<file path="src/rtl/por_rst_seq.sv">
// rtl/por_rst_seq.sv - reset-release sequencer following the POR pulse
module por_rst_seq #(
  parameter int          NDOM      = 4,
  parameter int          GAPW      = 8,
  parameter int          ACK_TO    = 255,
  parameter logic [2:0]  OTRIP_RST = 3'b000
) (
  input  logic             osc_ck,
  input  logic             rsb,
  input  logic             por_in,
  input  logic             startup_done,
  input  logic [GAPW-1:0]  gap,
  input  logic             ack_en,
  input  logic [NDOM-1:0]  dom_ack,
  input  logic             otrip_wr,
  input  logic [2:0]       otrip_req,
  output logic [NDOM-1:0]  dom_rstb,
  output logic [2:0]       otrip,
  output logic             otrip_ack,
  output logic             otrip_rej,
  output logic             seq_done,
  output logic             seq_err,
  output logic [2:0]       state
);

  localparam int             IW      = (NDOM > 1) ? $clog2(NDOM) : 1;
  localparam logic [IW-1:0]  IDX_LAST = IW'(NDOM - 1);
  // to_cnt holds cycles already spent in WAIT_ACK; timeout fires on the edge it would reach ACK_TO
  localparam logic [9:0]     TO_LAST  = 10'(ACK_TO - 1);

  typedef enum logic [2:0] {
    HOLD     = 3'd0,
    ARMED    = 3'd1,
    RELEASE  = 3'd2,
    GAP      = 3'd3,
    WAIT_ACK = 3'd4,
    DONE     = 3'd5,
    ERR      = 3'd6
  } state_t;

  state_t            state_q, state_d;
  logic [IW-1:0]     idx_q, idx_d;
  logic [GAPW-1:0]   gap_cnt_q, gap_cnt_d;
  logic [9:0]        to_cnt_q, to_cnt_d;
  logic [GAPW-1:0]   gap_lat_q, gap_lat_d;
  logic              ack_en_lat_q, ack_en_lat_d;
  logic [NDOM-1:0]   dom_rstb_q, dom_rstb_d;
  logic [2:0]        otrip_q, otrip_d;
  logic              otrip_ack_q, otrip_ack_d;
  logic              otrip_rej_q, otrip_rej_d;
  logic              seq_done_q, seq_done_d;
  logic              seq_err_q, seq_err_d;
  logic              retrig;
  logic              advance;

  // next-state and next-output computation; outputs are registered from these
  always_comb begin
    state_d      = state_q;
    idx_d        = idx_q;
    gap_cnt_d    = gap_cnt_q;
    to_cnt_d     = to_cnt_q;
    gap_lat_d    = gap_lat_q;
    ack_en_lat_d = ack_en_lat_q;
    dom_rstb_d   = dom_rstb_q;
    otrip_d      = otrip_q;
    otrip_ack_d  = 1'b0;
    otrip_rej_d  = 1'b0;
    seq_done_d   = seq_done_q;
    seq_err_d    = seq_err_q;
    advance      = 1'b0;
    retrig       = por_in && (state_q inside {RELEASE, GAP, WAIT_ACK, DONE, ERR});

    if (retrig) begin
      // a new POR pulse outranks any trip write; the write is refused
      state_d      = ARMED;
      idx_d        = '0;
      dom_rstb_d   = '0;
      seq_done_d   = 1'b0;
      seq_err_d    = 1'b0;
      gap_lat_d    = gap;
      ack_en_lat_d = ack_en;
      otrip_rej_d  = otrip_wr;
    end else begin
      if (otrip_wr) begin
        if (state_q == DONE) begin
          otrip_d     = otrip_req;
          otrip_ack_d = 1'b1;
        end else begin
          otrip_rej_d = 1'b1;
        end
      end

      case (state_q)
        HOLD: begin
          if (por_in && startup_done) begin
            state_d      = ARMED;
            gap_lat_d    = gap;
            ack_en_lat_d = ack_en;
          end
        end
        ARMED: begin
          if (!por_in) state_d = RELEASE;
        end
        RELEASE: begin
          dom_rstb_d[idx_q] = 1'b1;
          if (ack_en_lat_q) begin
            state_d  = WAIT_ACK;
            to_cnt_d = '0;
          end else begin
            advance = 1'b1;
          end
        end
        GAP: begin
          gap_cnt_d = gap_cnt_q - GAPW'(1);
          if (gap_cnt_q <= GAPW'(1)) begin
            idx_d   = idx_q + IW'(1);
            state_d = RELEASE;
          end
        end
        WAIT_ACK: begin
          // ack is checked first so a coincident timeout loses
          if (dom_ack[idx_q]) begin
            advance = 1'b1;
          end else if (to_cnt_q >= TO_LAST) begin
            state_d   = ERR;
            seq_err_d = 1'b1;
          end else if (to_cnt_q != 10'h3ff) begin
            to_cnt_d = to_cnt_q + 10'd1;
          end
        end
        DONE: ;
        ERR: ;
        default: state_d = HOLD;
      endcase

      // shared hand-off after a domain is released (and acknowledged if required)
      if (advance) begin
        if (idx_q == IDX_LAST) begin
          state_d    = DONE;
          seq_done_d = 1'b1;
        end else if (gap_lat_q == '0) begin
          idx_d   = idx_q + IW'(1);
          state_d = RELEASE;
        end else begin
          gap_cnt_d = gap_lat_q;
          state_d   = GAP;
        end
      end
    end
  end

  // state and output registers with synchronous active-low reset
  always_ff @(posedge osc_ck) begin
    if (!rsb) begin
      state_q      <= HOLD;
      idx_q        <= '0;
      gap_cnt_q    <= '0;
      to_cnt_q     <= '0;
      gap_lat_q    <= '0;
      ack_en_lat_q <= 1'b0;
      dom_rstb_q   <= '0;
      otrip_q      <= OTRIP_RST;
      otrip_ack_q  <= 1'b0;
      otrip_rej_q  <= 1'b0;
      seq_done_q   <= 1'b0;
      seq_err_q    <= 1'b0;
    end else begin
      state_q      <= state_d;
      idx_q        <= idx_d;
      gap_cnt_q    <= gap_cnt_d;
      to_cnt_q     <= to_cnt_d;
      gap_lat_q    <= gap_lat_d;
      ack_en_lat_q <= ack_en_lat_d;
      dom_rstb_q   <= dom_rstb_d;
      otrip_q      <= otrip_d;
      otrip_ack_q  <= otrip_ack_d;
      otrip_rej_q  <= otrip_rej_d;
      seq_done_q   <= seq_done_d;
      seq_err_q    <= seq_err_d;
    end
  end

  assign dom_rstb  = dom_rstb_q;
  assign otrip     = otrip_q;
  assign otrip_ack = otrip_ack_q;
  assign otrip_rej = otrip_rej_q;
  assign seq_done  = seq_done_q;
  assign seq_err   = seq_err_q;
  assign state     = state_q;

endmodule

</file>
<file path="config.mk">
export PLATFORM = sky130hd
export DESIGN_NAME = por_rst_seq
export DESIGN_NICKNAME = d
export VERILOG_FILES = /design/src/rtl/por_rst_seq.sv
export SDC_FILE = /design/constraint.sdc
export NUM_CORES = 1
export LEC_CHECK = 0
export BUFFER_PORTS_ARGS = -buffer_cell sky130_fd_sc_hd__buf_2
export CAP_MARGIN = 0
export CORE_MARGIN = 3
export CORE_UTILIZATION = 50
export DETAILED_ROUTE_END_ITERATION = 10
export GPL_TIMING_DRIVEN = 0
export PLACE_DENSITY = 0.73
export SETUP_SLACK_MARGIN = 0.3
export SLEW_MARGIN = 20
export SYNTH_ARGS = -nofsm -noshare
export SYNTH_HDL_FRONTEND = slang
export SYNTH_SLANG_ARGS = --single-unit
</file>
<file path="constraint.sdc">
create_clock -name osc_ck -period 2.5 [get_ports osc_ck]
set_input_delay 0.5 -clock osc_ck [delete_from_list [all_inputs] [get_ports osc_ck]]
set_output_delay 0.5 -clock osc_ck [all_outputs]
set_load 0.1 [all_outputs]
</file>
Yosys cells after proc, flatten, opt, wreduce, memory -nomap -nowiden
Index checks and enable logic that the tools add are counted.

Bits in registers: 43. Bits in latches: 0. RAM bits: 0. ROM bits: 0. Bits of input ports: 21. Output and inout port bits: 14. Word-level logic and storage cells: 113. Memories: 0.

Add/sub/neg operators: 3. Multipliers: 0. Divide/modulo/power cells: 0. Order comparisons: 4. Equality and inequality tests: 26. Shift-type cells: 0. Multiplexer cells: 43. Bitwise operators: 5. Reduce and logical (&&, ||, !) cells: 19.

Operators by type and width (number): $mux W8 (7); $mux W10 (4); $mux W3 (8); $pmux W10 S2 (1); $pmux W3 S6 (1); $mux W1 (14); $reduce_and A7 Y1 (2); $add A10 B1 Y10 const B (1); $ge A10 B8 Y1 const B (1); $mux W2 (5); $ne A10 B10 Y1 const B (1); $eq A3 B3 Y1 const B (3); $ne A3 B1 Y1 const B (3); $le A8 B1 Y1 const B (1); $logic_not A8 Y1 (1); $ne A4 B2 Y1 const B (2); $ne A4 B3 Y1 const B (2); $ne A4 B4 Y1 const B (2); $sub A8 B1 Y8 const B (1); $eq A3 B2 Y1 const B (2); $ne A2 B2 Y1 const B (3); $ne A3 B2 Y1 const B (2); $ne A3 B3 Y1 const B (2); $reduce_and A3 Y1 (2); 19 further kinds (29).

Depth between registers and ports, before layout
Gate-level depths: netlist (run 1).

Word-level depth: 7. Mapped depth: 7. Gate-level depth less buffers: 7.

Least setup slack after synthesis (run 1)
OpenSTA, ideal clock, no wires.

Path kind: register to register. Start point: register state_q[1], in the netlist state[1]. End point: register gap_cnt_q[1]. Setup time: 134 ps. Data arrival time: 2442 ps. Required time: 2366 ps. Path slack: -76 ps. Stages on the path, launching flop included: 7. Path buffers: 1. Period minus slack after synthesis: 2576 ps. Path through: dfxtp_1 -> or3b_1 -> a2bb2oi_1 -> or3_1 -> clkbuf_1 -> a221oi_1 -> a211oi_1.

Cells in the longest elaborated chain, start to end: 5. Elaborated cells on any way between the ends: 13. Those cells by class: eq/ne: 5; mux: 6; reduce/logical: 2.

RTL lines: start: declaration (RTL line 41) `state_t state_q, state_d;`; start signal: assignment (RTL line 168) `state_q <= state_d;`; $eq A3 B2 Y1 (RTL line 71, 93); $mux W8 (RTL line 93) `case (state_q)`; $mux W8 (RTL line 141) `end else if (gap_lat_q == '0) begin`; $mux W8 (RTL line 138) `if (idx_q == IDX_LAST) begin`; $mux W8 (RTL line 137) `if (advance) begin`; end signal: assignment (RTL line 170) `gap_cnt_q <= gap_cnt_d;`; end: declaration (RTL line 43) `logic [GAPW-1:0] gap_cnt_q, gap_cnt_d;`.

Parallel ways exist; a longest one is shown, timed or not. The select of a mux whose other input is x is not followed. A chain may end at the register's enable or synchronous reset.

Worst setup path in the final report (run 1)
Start point: register idx_q[0]. End point: register state_q[2], in the netlist state[2].

Cells in the longest elaborated chain, start to end: 7. Elaborated cells on any way between the ends: 16. Those cells by class: eq/ne: 8; mux: 7; reduce/logical: 1.

RTL lines: start: declaration (RTL line 42) `logic [IW-1:0] idx_q, idx_d;`; start signal: assignment (RTL line 169) `idx_q <= idx_d;`; $bmux W1 S2 (RTL line 122) `if (dom_ack[idx_q]) begin`; $mux W1 (implied by the code) (RTL line 122); $mux W1 (RTL line 122); $pmux W1 S2 (RTL line 93); $mux W1 (RTL line 73) `if (retrig) begin`; $ne A3 B3 Y1 (no line), or another cell as far along; $reduce_and A7 Y1 (no line).

Parallel ways exist; a longest one is shown, timed or not. The select of a mux whose other input is x is not followed.

==> results of run 1 <==
worst max-delay path: stages (launching register included):
cell and delay, ns:
dfxtp_4 0.37, mux4_2 0.58, or3_1 0.33, o221a_1 0.29
or3b_1 0.38, o41ai_1 0.06
per-layer routing:
layer | up-vias | GRT usage [%] | part of all wire (%)
li1 | 1033 | - | -
met1 | 915 | 30.2 | 52
met5 | - | 0 | 0
met3 | 7 | 4.96 | 7.4
met2 | 65 | 26.9 | 40
met4 | 0 | 4.92 | 0.99
state kept, by name (all words and copies together) (netlist names):
name and cells:
seq_done 1, ack_en_lat_q 1, to_cnt_q 10, gap_cnt_q 8, otrip_ack 1, otrip_rej 1, idx_q 2, state 3
seq_err 1, dom_rstb 4, gap_lat_q 8, otrip 3
stage by stage:
stage / setup slack (ns) / util, % / hold WS, ns
floorplan: 0.306 / - / 0.435
global placement: 0.178 / 59.6 / 0.445
global route: 0.271 / 62.8 / 0.439
finish: 0.378 / 62.8 / 0.416
CTS: 0.334 / 61.9 / 0.419
detailed placement: 0.176 / 59.6 / 0.451
power groups by stage:
stage                     clock (mW)  combinational [mW]  sequential (mW)
after floorplan                    0               0.620             1.03
after global placement             0               0.950            0.880
after detailed placement           0               0.960            0.883
after CTS                      0.475               0.964            0.868
after global routing           0.505                1.12            0.889
final                          0.469                1.02            0.874
cell families (layout without fill, tap and decap cells):
logic type      Yosys count  count (layout)
buf+inv                  24              66
xor+xnor                  3               3
mux                      15              15
simple gates            101             101
compound gates           66              66
fa+ha+maj                 8               8
flops                    43              43
cell usage after synthesis (all sizes together) (4+ instances only):
library cell,instances
dfxtp,43
nor2,35
a21oi,22
mux2i,14
nand2,14
inv,12
nand3,11
o21ai,10
ha,8
clkbuf,7
buf,5
or3,5
or4,5
a31oi,4
nand3b,4
cells in the final DEF (no fill, tap or decap), types with 4 or more instances in the layout:
cell type,n
or4_1,4
ha_1,8
inv_1,12
nand2_1,14
buf_2,37
nor2_1,35
mux2i_1,14
o21ai_0,9
or3_1,5
nand3_1,11
a31oi_1,4
clkbuf_1,8
dfxtp_1,39
clkbuf_8,6
a21oi_1,22
worst min path at each step:
| stage | from | endpoint | slack (ns) | cells past startpoint |
|---|---|---|---|---|
| final | otrip_wr | otrip_rej | 0.42 | 3 |
| after global routing | gap[6] | gap_lat_q[6] | 0.44 | 3 |
| after CTS | otrip_wr | otrip_rej | 0.42 | 3 |
| after detailed placement | dom_rstb[1] | dom_rstb[1] | 0.45 | 2 |
| after global placement | dom_rstb[3] | dom_rstb[3] | 0.45 | 2 |
| after floorplan | to_cnt_q[7] | to_cnt_q[7] | 0.43 | 2 |
what timing repair did:
item | in CTS | in global routing
gates resized for setup | 1 | 6
pin swaps | 0 | 3
setup buffers | 0 | 1
endpoints found under the setup margin | 1 | 8
layout make-up:
type	instances	share of cell area, %
Multi-Input combinational cell	193	50.5
Sequential cell	43	33.2
Timing Repair Buffer	34	6.59
Buffer	12	1.91
Clock inverter	1	0.334
Inverter	12	1.72
Tap cell	50	2.39
Clock buffer	7	3.30
==> out/metrics.yaml, run 1 <==
outcome:
  outcome: "completed"
detailed_routing:
  drt_pass1_iterations: 4
  drt_iter0_markers: 132
  via_per_inst: 5.74
  drc: 0
  wl_mm: 4.95
  routedWlPerCell_um: 14.1
  ant_nets: 0
  num_vias: 2020
power_and_ir_drop:
  pwr-share-seq_pct: 37.0
  clkPwrFrac_pct: 19.8
  power_leakage_nw: 1.10
  switchingPower_mw: 0.975
  pwr-share-comb_pct: 43.2
  power_switching_share_pct: 41.2
  ir_worst_vdd_mv: 0.526
  p_total_mw: 2.36
  p_int_mw: 1.39
  powerDensity_nw_per_um2: 902
synthesis:
  synth_ff_type: "dfxtp_1"
  syn_inst: 260
  synth_fp_nets: 289
  synth-edff-count: 0
  yosys-top-cells-area: "dfxtp_1 (38%), mux2i_1 (6.2%), nor2_1 (5.8%)"
  ys_async_sr_fraction_pct: 0
  synth_xor_area_share_pct: 1.17
  ys_ff_latch: 43
  synth_top_area_share_pct: 38.2
  syn-cell-area_um2: 2250
  synthMuxAreaShare_pct: 7.23
  syn_avg_cell_area_um2: 8.66
  synthSimpleGateAreaFrac_pct: 25.0
  synth_top_family_by_area: "simple AND/OR/NAND/NOR gates"
  synthAdderAreaFrac_pct: 4.45
  yosysSeqAreaShare_pct: 38.2
  synth_compound_area_share_pct: 19.7
  synth_cell_types: 58
  yosys.area.top_type: "dfxtp_1"
  yosys_warnings: 0
clock_network:
  clockBufferDepth: 2
  cts_root_buf: "clkbuf_8"
  hold_buffers: 0
  cts_tree: "done"
  cts_buffers: 5
  path_clk_slew_ns: 0.08
  clkLatencyLatePin_ns: 0.30
  cts_sinks: 43
  ctsHtreeMaxLevel: 2
final_layout:
  drive_above_1_share_pct: 19.5
  multiInputGateArea_um2: 1320
  nFillCells: 354
  final_cells: 352
  fin_nets: 330
  diodes: 0
  final_cell_area_um2: 2620
  synthToLayoutAreaGrowth_pct: 16.4
  seqCellArea_um2: 871
sta:
  min_period_ns: 2.12
  fin_setup_tns_ns: 0
  worst_pin_slew_ns: 0.610
  skew_ns: 0.00692
  fmax_mhz: 471
  finalSetupViolCount: 0
  max_slew_margin_pct: 59.0
  post-route-period-util_pct: 84.9
  hold_viol_final: 0
  drv_slew: 0
  grt_setup_unrepaired: "yes"
worst_setup_path:
  start_kind: "flip-flop"
  worstPathArrival_ns: 2.31
  r2r-start: "idx_q[0]"
  r2r-end: "state[2]"
  ff2ff_setup_slack_ns: 0.38
  critPathRequiredTime_ns: 2.69
  startpoint: "idx_q[0]"
  crit_end: "state[2]"
  ff2ff_path_depth: 5
  worstSetupEndpointType: "flip-flop"
  critical_path.max_fanout: 5
  worstSetupPathType: "flip-flop to flip-flop"
global_routing:
  grt_pass1_vias: 1712
  antenna_found_initial: 0
  grt.total_usage_pct: 19.7
  grt_max_degree: 14
  grt.overflow.total: 0
  grt_pass1_wl_mm: 8.24
floorplanning:
  rows: 23
  initial_utilization_pct: 53.9
  core_um2: 4170
  die_area_um2: 5340
  die_y_um: 73.1
  die_x_um: 73.1
  io_pins: 35
job:
  drv_cap: 0
placement:
  dp.cells: 343
  port_buffers: 33
  placed_area_um2: 2480
  gp_congestion: 0.808
  dp_hpwl_mm: 3.64
hold_path:
  hold_class: "input pin to flip-flop"
Note: power is estimated with default switching activity, not from simulation.
==> inputs of run 2 (changes only) <==
--- a/config.mk
+++ b/config.mk
@@ -11,7 +11,7 @@
 export CORE_UTILIZATION = 50
 export DETAILED_ROUTE_END_ITERATION = 10
 export GPL_TIMING_DRIVEN = 0
-export PLACE_DENSITY = 0.73
+export PLACE_DENSITY = 0.75
 export SETUP_SLACK_MARGIN = 0.3
 export SLEW_MARGIN = 20
 export SYNTH_ARGS = -nofsm -noshare
==> constraint.sdc (replaced) <==
create_clock -name osc_ck -period 1.8 [get_ports osc_ck]
set_input_delay 0.36 -clock osc_ck [delete_from_list [all_inputs] [get_ports osc_ck]]
set_output_delay 0.36 -clock osc_ck [all_outputs]
set_load 0.1 [all_outputs]
==> run 2 against run 1 <==
Against the previous run:
- the flow now finishes with violations (setup timing)
- critical path depth stayed put
- clock skew is 0.0038 ns lower
- non-clock buffer count is 25 higher
- worst setup slack worse by 0.69 ns
- first-iteration DRC count is 82% higher
- sequential share of layout area is 5.5 points lower
- clock power is 63% higher
- combinational power is 100% higher
- clock-buffer cell count stayed put
- via count is 15% higher
- largest cell class unchanged
- register-to-register slack worse by 0.69 ns
==> out/metrics.yaml, run 2 (same netlist as run 1, synthesis figures left out) <==
sta:
  fin_setup_tns_ns: -4.16  # -4.16 ns
  post-route-period-util_pct: 118  # +33 points
  worst_pin_slew_ns: 0.577  # -0.0327 ns
  setup_slack_ns: -0.316  # -0.694 ns
  skew_ns: 0.00312  # -0.00380 ns
  min_period_ns: 2.12  # -0.00582 ns
  max_slew_margin_pct: 61.5  # +2.5 points
  grt_setup_unrepaired: "yes"
  finalSetupViolCount: 23  # +23
  hold_viol_final: 0  # unchanged
  drv_slew: 0  # unchanged
  fmax_mhz: 473  # +0.27%
worst_setup_path:
  ff2ff_setup_slack_ns: -0.32  # -0.69 ns
  critPathRequiredTime_ns: 2.00  # -0.69 ns
  cp_num_buf_inv: 0  # unchanged
  critical_path.max_fanout: 5  # unchanged
  cp_top_family: "simple AND/OR/NAND/NOR gates"
  worstSetupEndpointType: "flip-flop"
  start_kind: "flip-flop"
  worstPathArrival_ns: 2.32  # about the same
  worstSetupPathType: "flip-flop to flip-flop"
  cpPeakStageDelay_ns: 0.58  # about the same
  crit_chain: "mux4_2 -> or3_1 -> o221a_4 -> or3b_1 -> o41ai_2"
  slowest_stage: "mux4_2"
detailed_routing:
  drt_iter0_markers: 240  # +82%
  drt_pass1_iterations: 4  # unchanged
  drc: 0  # unchanged
  ant_nets: 0  # unchanged
  num_vias: 2313  # +15%
  via_per_inst: 6.14  # +6.9%
  routedWlPerCell_um: 17.8  # +27%
  wl_mm: 6.71  # +36%
clock_network:
  path_clk_slew_ns: 0.09  # about the same
  hold_buffers: 0  # unchanged
  cts_buffers: 5  # unchanged
  cts_sinks: 43  # unchanged
  clockBufferDepth: 2  # unchanged
  ctsHtreeMaxLevel: 2  # unchanged
  cts_tree: "done"
  clkLatencyLatePin_ns: 0.30  # about the same
  cts_root_buf: "clkbuf_8"
final_layout:
  drive_above_1_share_pct: 37.0  # +17 points
  layout_commonest_cell: "dfxtp_1"
  nFillCells: 274  # -23%
  fin_util_pct: 75.9  # +13 points
  final_cell_mix: "dfxtp_1 (35), nor2_1 (33), buf_2 (31)"
  final_cells: 377  # +7.1%
  reg_top3: "to_cnt_q (10), gap_cnt_q (8), gap_lat_q (8)"
  largest_reg_flops: 10  # unchanged
  regMostFlops: "to_cnt_q"
  synthToLayoutAreaGrowth_pct: 40.7
  fin_nets: 355  # +7.6%
  diodes: 0  # unchanged
floorplanning:
  initial_utilization_pct: 53.9  # unchanged
  die_y_um: 73.1  # unchanged
  io_pins: 35  # unchanged
  core_um2: 4170  # unchanged
  die_area_um2: 5340  # unchanged
  die_x_um: 73.1  # unchanged
  rows: 23  # unchanged
global_routing:
  antenna_found_initial: 0  # unchanged
  grt.overflow.total: 0  # unchanged
  grt_max_degree: 15  # +1
  grt_pass1_vias: 2056  # +20%
  grt.total_usage_pct: 23.2  # +3.5 points
  grt_pass1_wl_mm: 9.70  # +18%
placement:
  dp.cells: 343  # unchanged
  dp_hpwl_mm: 3.82  # +4.8%
  port_buffers: 33  # unchanged
  gp_congestion: 0.800  # -1.0%
  post-place-ws_ns: -0.394  # -0.570 ns
power_and_ir_drop:
  power_switching_share_pct: 40.9  # -0.37 points
  power_leakage_nw: 1.32  # +20%
  p_int_mw: 2.41  # +74%
  clkPwrFrac_pct: 18.7  # -1.1 points
  pwr-share-seq_pct: 30.8  # -6.2 points
  ir_worst_vdd_mv: 0.766  # +46%
  pwr-share-comb_pct: 50.5  # +7.3 points
  powerDensity_nw_per_um2: 1290  # +43%
  switchingPower_mw: 1.67  # +71%
hold_path:
  hold_class: "input pin to flip-flop"
outcome:
  violations: "setup timing"
  outcome: "finished, violations left"
job:
  drv_cap: 0  # unchanged
## run 2: changes by cell type in the layout (fill, tap and decap cells not counted), moves of 3 or more
cell / change
clkbuf_1: -3
a21oi_1: -3
dfxtp_2: +3
buf_4: +14
buf_2: -6
nand3_1: -3
dfxtp_1: -4
buf_6: +16
## run 2: final cells by class
type / count / area [um^2] / area share, %
timing repair buffer: 59 / 423 / 13.4
inverter: 12 / 45.0 / 1.42
sequential: 43 / 878 / 27.7
clock buffer: 7 / 108 / 3.40
clock inverter: 1 / 8.76 / 0.277
multi-input combinational: 193 / 1540 / 48.7
tap: 50 / 62.6 / 1.98
buffer: 12 / 98.8 / 3.12
## run 2: routing by layer
| layer | routed length (um) | track usage [%] |
|---|---|---|
| met5 | 0 | 0 |
| met4 | 146 | 6.15 |
| met3 | 507 | 3.99 |
| met2 | 3190 | 37.7 |
| met1 | 2870 | 31.5 |
## run 2: power groups by stage
stage | Sequential, mW | Combinational (mW) | Clock (mW)
after CTS | 1.23 | 1.65 | 0.773
after floorplan | 1.44 | 0.936 | 0
after detailed placement | 1.24 | 1.41 | 0
after global routing | 1.28 | 2.19 | 0.812
after global placement | 1.24 | 1.40 | 0
final | 1.26 | 2.06 | 0.763
## run 2: path summary, 6_finish.rpt
path                    start           end  cells past startpoint
setup / recovery     idx_q[0]      state[2]                      5
hold / removal         gap[1]  gap_lat_q[1]                      3
setup reg to reg     idx_q[0]      state[2]                      5
hold reg to reg   dom_rstb[1]   dom_rstb[1]                      2
## run 2: what timing repair did
action                     CTS  global route
gates cloned                 0             1
setup endpoints to repair   31            36
pin swaps                    9            18
setup buffers               15            10
resized for setup           27            34
## run 2: worst register-to-register path: stages, from the launching register on
cell     delay (ns)
dfxtp_2        0.35
mux4_2         0.58
or3_1          0.36
o221a_4        0.29
or3b_1         0.39
o41ai_2        0.06
## run 2: through the flow
step | area [um^2] | power [mW] | hold WS [ns]
final | 3170 | 4.08 | 0.292
after global routing | 3170 | 4.28 | 0.302
after CTS | 2920 | 3.65 | 0.279
after detailed placement | 2560 | 2.65 | 0.459
after global placement | 2560 | 2.63 | 0.444
after floorplan | 2330 | 2.38 | 0.439
